==> src/rtl/mult_pkg.sv <==
// Shared parameters and types for the multiplier's final carry-propagate stage.
package mult_pkg;

  localparam int unsigned WIDTH = 32;
  localparam int unsigned SEG   = 8;
  localparam int unsigned NSEG  = WIDTH / SEG;

  typedef enum logic [1:0] {
    StIdle,
    StAdd,
    StDone
  } state_e;

  function automatic int unsigned cnt_width(input int unsigned n);
    return (n > 1) ? $clog2(n) : 1;
  endfunction

  localparam int unsigned CNT_W = cnt_width(NSEG);

endpackage

==> src/rtl/cs_final_adder_if.sv <==
// Operand-in / result-out valid-ready bundle for cs_final_adder.
interface cs_final_adder_if #(
  parameter int unsigned WIDTH = mult_pkg::WIDTH
);

  logic             s_valid;
  logic             s_ready;
  logic [WIDTH-1:0] sum_in;
  logic [WIDTH-1:0] carry_in;
  logic             m_valid;
  logic             m_ready;
  logic [WIDTH-1:0] prod;
  logic             cout;

  modport master (
    output s_valid, sum_in, carry_in, m_ready,
    input  s_ready, m_valid, prod, cout
  );

  modport slave (
    input  s_valid, sum_in, carry_in, m_ready,
    output s_ready, m_valid, prod, cout
  );

endinterface

==> src/rtl/compressor_3_2.sv <==
// 3:2 compressor (full adder) cell.
module compressor_3_2 (
  input  logic i_a,
  input  logic i_b,
  input  logic i_c,
  output logic o_sum,
  output logic o_carry
);

  assign o_sum   = i_a ^ i_b ^ i_c;
  assign o_carry = (i_a & i_b) | (i_a & i_c) | (i_b & i_c);

endmodule

==> src/rtl/seg_cpa.sv <==
// SEG-bit ripple-carry adder built from a chain of 3:2 compressor cells.
module seg_cpa #(
  parameter int unsigned SEG = mult_pkg::SEG
) (
  input  logic [SEG-1:0] i_a,
  input  logic [SEG-1:0] i_b,
  input  logic           i_cin,
  output logic [SEG-1:0] o_sum,
  output logic           o_cout
);

  logic [SEG:0] w_c;

  assign w_c[0] = i_cin;

  for (genvar g = 0; g < SEG; g++) begin : g_bit
    compressor_3_2 u_fa (
      .i_a    (i_a[g]),
      .i_b    (i_b[g]),
      .i_c    (w_c[g]),
      .o_sum  (o_sum[g]),
      .o_carry(w_c[g+1])
    );
  end

  assign o_cout = w_c[SEG];

endmodule

==> src/rtl/cs_final_adder.sv <==
// Resolves a carry-save pair into a binary result, SEG bits per cycle, with a
// registered carry between segments; one pair in flight at a time.
module cs_final_adder
  import mult_pkg::*;
#(
  parameter int unsigned WIDTH = mult_pkg::WIDTH,
  parameter int unsigned SEG   = mult_pkg::SEG
) (
  input  logic            sys_clk,
  input  logic            sys_rst,
  cs_final_adder_if.slave bus
);

  localparam int unsigned NumSeg = WIDTH / SEG;
  localparam int unsigned CntW   = cnt_width(NumSeg);
  localparam logic [CntW-1:0] LastCnt = CntW'(NumSeg - 1);

  state_e           r_state;
  logic [CntW-1:0]  r_cnt;
  logic             r_carry;
  logic [WIDTH-1:0] r_a;
  logic [WIDTH-1:0] r_b;
  logic [WIDTH-1:0] r_prod;
  logic             r_cout;
  logic             r_s_ready;
  logic             r_m_valid;

  logic [SEG-1:0]   w_seg_a;
  logic [SEG-1:0]   w_seg_b;
  logic [SEG-1:0]   w_seg_sum;
  logic             w_seg_cout;

  // Single adder shared across segments; r_cnt steers the operand slice.
  assign w_seg_a = r_a[r_cnt*SEG +: SEG];
  assign w_seg_b = r_b[r_cnt*SEG +: SEG];

  seg_cpa #(
    .SEG(SEG)
  ) u_seg_cpa (
    .i_a   (w_seg_a),
    .i_b   (w_seg_b),
    .i_cin (r_carry),
    .o_sum (w_seg_sum),
    .o_cout(w_seg_cout)
  );

  always_ff @(posedge sys_clk or posedge sys_rst) begin
    if (sys_rst) begin
      r_state   <= StIdle;
      r_cnt     <= '0;
      r_carry   <= 1'b0;
      r_a       <= '0;
      r_b       <= '0;
      r_prod    <= '0;
      r_cout    <= 1'b0;
      r_s_ready <= 1'b1;
      r_m_valid <= 1'b0;
    end else begin
      unique case (r_state)
        StIdle: begin
          if (bus.s_valid) begin
            r_a       <= bus.sum_in;
            r_b       <= bus.carry_in;
            r_cnt     <= '0;
            r_carry   <= 1'b0;
            r_s_ready <= 1'b0;
            r_state   <= StAdd;
          end
        end
        StAdd: begin
          r_prod[r_cnt*SEG +: SEG] <= w_seg_sum;
          r_carry                  <= w_seg_cout;
          r_cnt                    <= r_cnt + CntW'(1);
          if (r_cnt == LastCnt) begin
            r_cout    <= w_seg_cout;
            r_m_valid <= 1'b1;
            r_state   <= StDone;
          end
        end
        StDone: begin
          if (bus.m_ready) begin
            r_m_valid <= 1'b0;
            r_s_ready <= 1'b1;
            r_state   <= StIdle;
          end
        end
        default: r_state <= StIdle;
      endcase
    end
  end

  assign bus.s_ready = r_s_ready;
  assign bus.m_valid = r_m_valid;
  assign bus.prod    = r_prod;
  assign bus.cout    = r_cout;

endmodule

==> src/flat_wrapper.sv <==
// flat-port wrapper written by rule: the top's interface ports become plain ports
module cs_final_adder_flat import mult_pkg::*;
#(
  parameter int unsigned WIDTH = mult_pkg::WIDTH,
  parameter int unsigned SEG   = mult_pkg::SEG
)
  (sys_clk, sys_rst, bus_s_valid, bus_sum_in, bus_carry_in, bus_m_ready, bus_s_ready, bus_m_valid, bus_prod, bus_cout);
  cs_final_adder_if #(.WIDTH(WIDTH)) bus_i ();
  input  logic sys_clk;
  input  logic sys_rst;
  input wire logic [$bits(bus_i.s_valid)-1:0] bus_s_valid;
  input wire logic [$bits(bus_i.sum_in)-1:0] bus_sum_in;
  input wire logic [$bits(bus_i.carry_in)-1:0] bus_carry_in;
  input wire logic [$bits(bus_i.m_ready)-1:0] bus_m_ready;
  output wire logic [$bits(bus_i.s_ready)-1:0] bus_s_ready;
  output wire logic [$bits(bus_i.m_valid)-1:0] bus_m_valid;
  output wire logic [$bits(bus_i.prod)-1:0] bus_prod;
  output wire logic [$bits(bus_i.cout)-1:0] bus_cout;
  assign bus_i.s_valid = bus_s_valid;
  assign bus_i.sum_in = bus_sum_in;
  assign bus_i.carry_in = bus_carry_in;
  assign bus_i.m_ready = bus_m_ready;
  assign bus_s_ready = bus_i.s_ready;
  assign bus_m_valid = bus_i.m_valid;
  assign bus_prod = bus_i.prod;
  assign bus_cout = bus_i.cout;
  cs_final_adder #(.WIDTH(WIDTH), .SEG(SEG)) u_core (.sys_clk(sys_clk), .sys_rst(sys_rst), .bus(bus_i));
endmodule
==> config.mk <==
export PLATFORM = sky130hd
export DESIGN_NAME = cs_final_adder_flat
export DESIGN_NICKNAME = d
export VERILOG_FILES = /design/src/rtl/mult_pkg.sv /design/src/rtl/cs_final_adder_if.sv /design/src/rtl/compressor_3_2.sv /design/src/rtl/seg_cpa.sv /design/src/rtl/cs_final_adder.sv /design/src/flat_wrapper.sv
export SDC_FILE = /design/constraint.sdc
export NUM_CORES = 1
export LEC_CHECK = 0
export CORE_UTILIZATION = 45
export CTS_CLUSTER_DIAMETER = 30
export CTS_CLUSTER_SIZE = 24
export DETAILED_ROUTE_END_ITERATION = 12
export DONT_BUFFER_PORTS = 1
export SLEW_MARGIN = 0
export SYNTH_ARGS = -nofsm -noshare
export SYNTH_HDL_FRONTEND = slang
export SYNTH_SLANG_ARGS = --single-unit
==> constraint.sdc <==
create_clock -name sys_clk -period 6.3 [get_ports sys_clk]
set_clock_uncertainty 0.15 [all_clocks]
set_input_delay 0.945 -clock sys_clk [delete_from_list [all_inputs] [get_ports sys_clk]]
set_output_delay 0.945 -clock sys_clk [all_outputs]
set_load 0.01 [all_outputs]
==> results.toml <==
[run_status]
status = "finished clean"

[sta]
worstMarginPinSlew_ns = 0.938
slew_headroom = 0.375
drv_slew = 0
grt_setup_unrepaired = "false"
min_period_over_period = 0.739
finalHoldViolCount = 0
fin_setup_tns_ns = 0
setup_viol = 0
period_needed_ns = 4.65
setup_slack_ns = 1.65
holdWs_ns = 0.267
timing.fmax_ghz = 0.215

[logic_synthesis]
synth_fp_nets = 377
ys_ff_latch = 104
yosys_warnings = 0
synth_area_um2 = 4890
synth-async-reset-ratio = 1.00
synth_seq_area_share = 0.532
synth_edf_count = 0
synthCells = 295
synth_area_leader_cell = "dfrtp_1"
avgSynthCellArea_um2 = 16.6
ys.flop_type = "dfrtp_1"
synth_cell_types = 32
synth_area_leaders = "dfrtp_1 53%, mux2_4 18%, mux4_2 7.4%"
ys_top_cells_by_count = "103 x dfrtp_1, 60 x mux2_4, 30 x o2bb2ai_1"
yosysTopAreaCellShare = 0.527
yosysMostFrequentCell = "dfrtp_1"

[global_route]
antenna_found_initial = 0
grt_max_degree = 75
grt_usage = 0.181
grt_pass1_wl_um = 15200
grt_overflow_total = 0
grt_pass1_vias = 2627

[power_and_ir_drop]
comb_power_share = 0.486
switching_share = 0.382
power_frac_seq = 0.386
p_per_area_nw_per_um2 = 627
leakage_nw = 2.30
p_switching_w = 0.00123
ir_drop_mv = 0.258
p_int_w = 0.00199
p_clk_frac = 0.128

[critical_path]
r2r_slack_ns = 1.65
cp_cell_sequence = "mux4_2 -> fa_1 -> inv_1 -> fa_1 -> fa_1 -> fa_1 -> fa_1 -> fa_1 -> fa_1 -> inv_1 -> fa_1 -> inv_1 -> o2bb2ai_1"
cpMaxStageDelayCell = "dfrtp_1"
cp_common_cell = "fa_1"
endpoint_kind = "register"
r2r_start = "u_core.r_cnt[0]"
r2r_end = "u_core.bus.prod[23]"
path_class = "register to register"
critPathMaxFanout = 11
critPathLaunchType = "register"
crit_required_ns = 6.39
ff2ff_path_depth = 13
slowest_delay_ns = 0.75
critical_path_arrival_ns = 4.74

[worst_hold_path]
min_path_type = "input port to asynchronous set/reset pin"

[die]
io_pins = 103
die_h_um = 106
die_w_um = 106
core_um2 = 10400
start_util = 0.470
die_area_um2 = 11300
num_rows = 37

[cts]
cts_resized = 0
root_buffer = "clkbuf_8"
clock_latency_ns = 0.37
post_cts.repair.setup_buffers = 0
path_clk_slew_ns = 0.10
cts_max_path_buffers = 2
cts_tree = "yes"
htree_levels = 3
cts.hold.buffers_added = 0
cts_buffers = 9
cts.sinks = 104

[drt]
drtIter0Drc = 129
wl_um = 9450
drt-vias-per-instance = 5.66
ant_nets = 0
dr_total_vias = 2477
wl_per_cell_um = 21.6
remaining_drc_errors = 0
dr.pass1.iters = 6

[finish]
final_nets = 379
n_antenna_cell = 0
syn_to_final_growth_pct = 4.78
fillers = 882
drive_gt1_frac = 0.358

[place]
dp_hpwl_um = 6820
place_congestion = 0.754
port_buffers = 0
place_ws_ns = 1.62

[job]
cap_violations = 0
==> cell usage in the layout (no fill, tap or decap), types with 2 or more instances in the layout <==
| master | instances |
|---|---|
| inv_1 | 20 |
| fa_1 | 8 |
| mux4_2 | 16 |
| mux2_4 | 60 |
| clkbuf_8 | 9 |
| o21ai_0 | 3 |
| buf_4 | 4 |
| a22o_1 | 4 |
| ha_1 | 6 |
| nand2_1 | 6 |
| dfrtp_1 | 103 |
| mux2_2 | 5 |
| clkinv_2 | 2 |
| o2bb2ai_1 | 30 |
| clkinvlp_4 | 3 |
| a21oi_1 | 4 |
==> critical path: cells and delay by family, from the launching register on <==
kind	cells	cell delay [ns]
buffers and inverters	3	0.25
AOI/OAI and AO/OA	1	0.07
muxes	1	0.37
DFF	1	0.75
adders and majority gates	8	2.93
==> state kept, by name (all words and copies together), names as in the netlist <==
register,count
u_core.r_carry,1
u_core.r_cnt,2
u_core.r_state,2
u_core.bus.m_valid,1
u_core.bus.prod,32
u_core.bus.cout,1
u_core.r_b,32
u_core.r_a,32
u_core.bus.s_ready,1
==> logic make-up after synthesis <==
family                   after synthesis  synth area share
multiplexers                          81             0.269
AO/OA/AOI/OAI                         43            0.0711
adder cells (fa/ha/maj)               14            0.0481
flip-flops                           104             0.532
buffers and inverters                 34            0.0496
AND/OR/NAND/NOR                       19            0.0294
==> area by class of cell <==
class / count / area (um2) / area share
Tap cell: 136 / 170 / 0.0332
Timing Repair Buffer: 4 / 30.0 / 0.00586
Clock buffer: 9 / 124 / 0.0242
Clock inverter: 7 / 71.3 / 0.0139
Multi-Input combinational cell: 157 / 2040 / 0.399
Sequential cell: 104 / 2600 / 0.508
Inverter: 21 / 81.3 / 0.0159
==> how the worst max path moves through the flow <==
stage,from,to,depth (start not counted)
2_1_floorplan,u_core.r_cnt[1],u_core.bus.prod[15],14
3_3_place_gp,u_core.r_cnt[0],u_core.bus.prod[15],12
3_5_place_dp,u_core.r_cnt[0],u_core.bus.prod[23],13
4_1_cts,u_core.r_cnt[0],u_core.bus.prod[23],13
5_1_grt,u_core.r_cnt[0],u_core.bus.prod[23],13
6_report,u_core.r_cnt[0],u_core.bus.prod[23],13
==> through the flow <==
step | std cells | utilization | instance area [um2] | power, W
6_report | 438 | 0.492 | 5120 | 0.00322
5_1_grt | 438 | 0.492 | 5120 | 0.00345
4_1_cts | 438 | 0.492 | 5120 | 0.00325
3_5_place_dp | 422 | 0.473 | 4930 | 0.00282
3_3_place_gp | 422 | 0.473 | 4930 | 0.00279
2_1_floorplan | 295 | - | 4890 | 0.00245
==> layer usage <==
metal,GRT usage,vias up,wire length (um)
met5,0,-,0
met4,0.0417,0,88
met3,0.0840,9,906
met2,0.261,97,4240
met1,0.247,1286,4210
li1,-,1085,-
==> power groups by stage <==
stage	Sequential (W)	Clock, W	Combinational, W
floorplan	0.00114	0	0.00132
global placement	0.00125	0	0.00153
detailed placement	0.00125	0	0.00157
CTS	0.00124	0.000425	0.00158
global route	0.00128	0.000458	0.00171
finish	0.00124	0.000413	0.00156
Note: power is estimated with default switching activity, not from simulation.
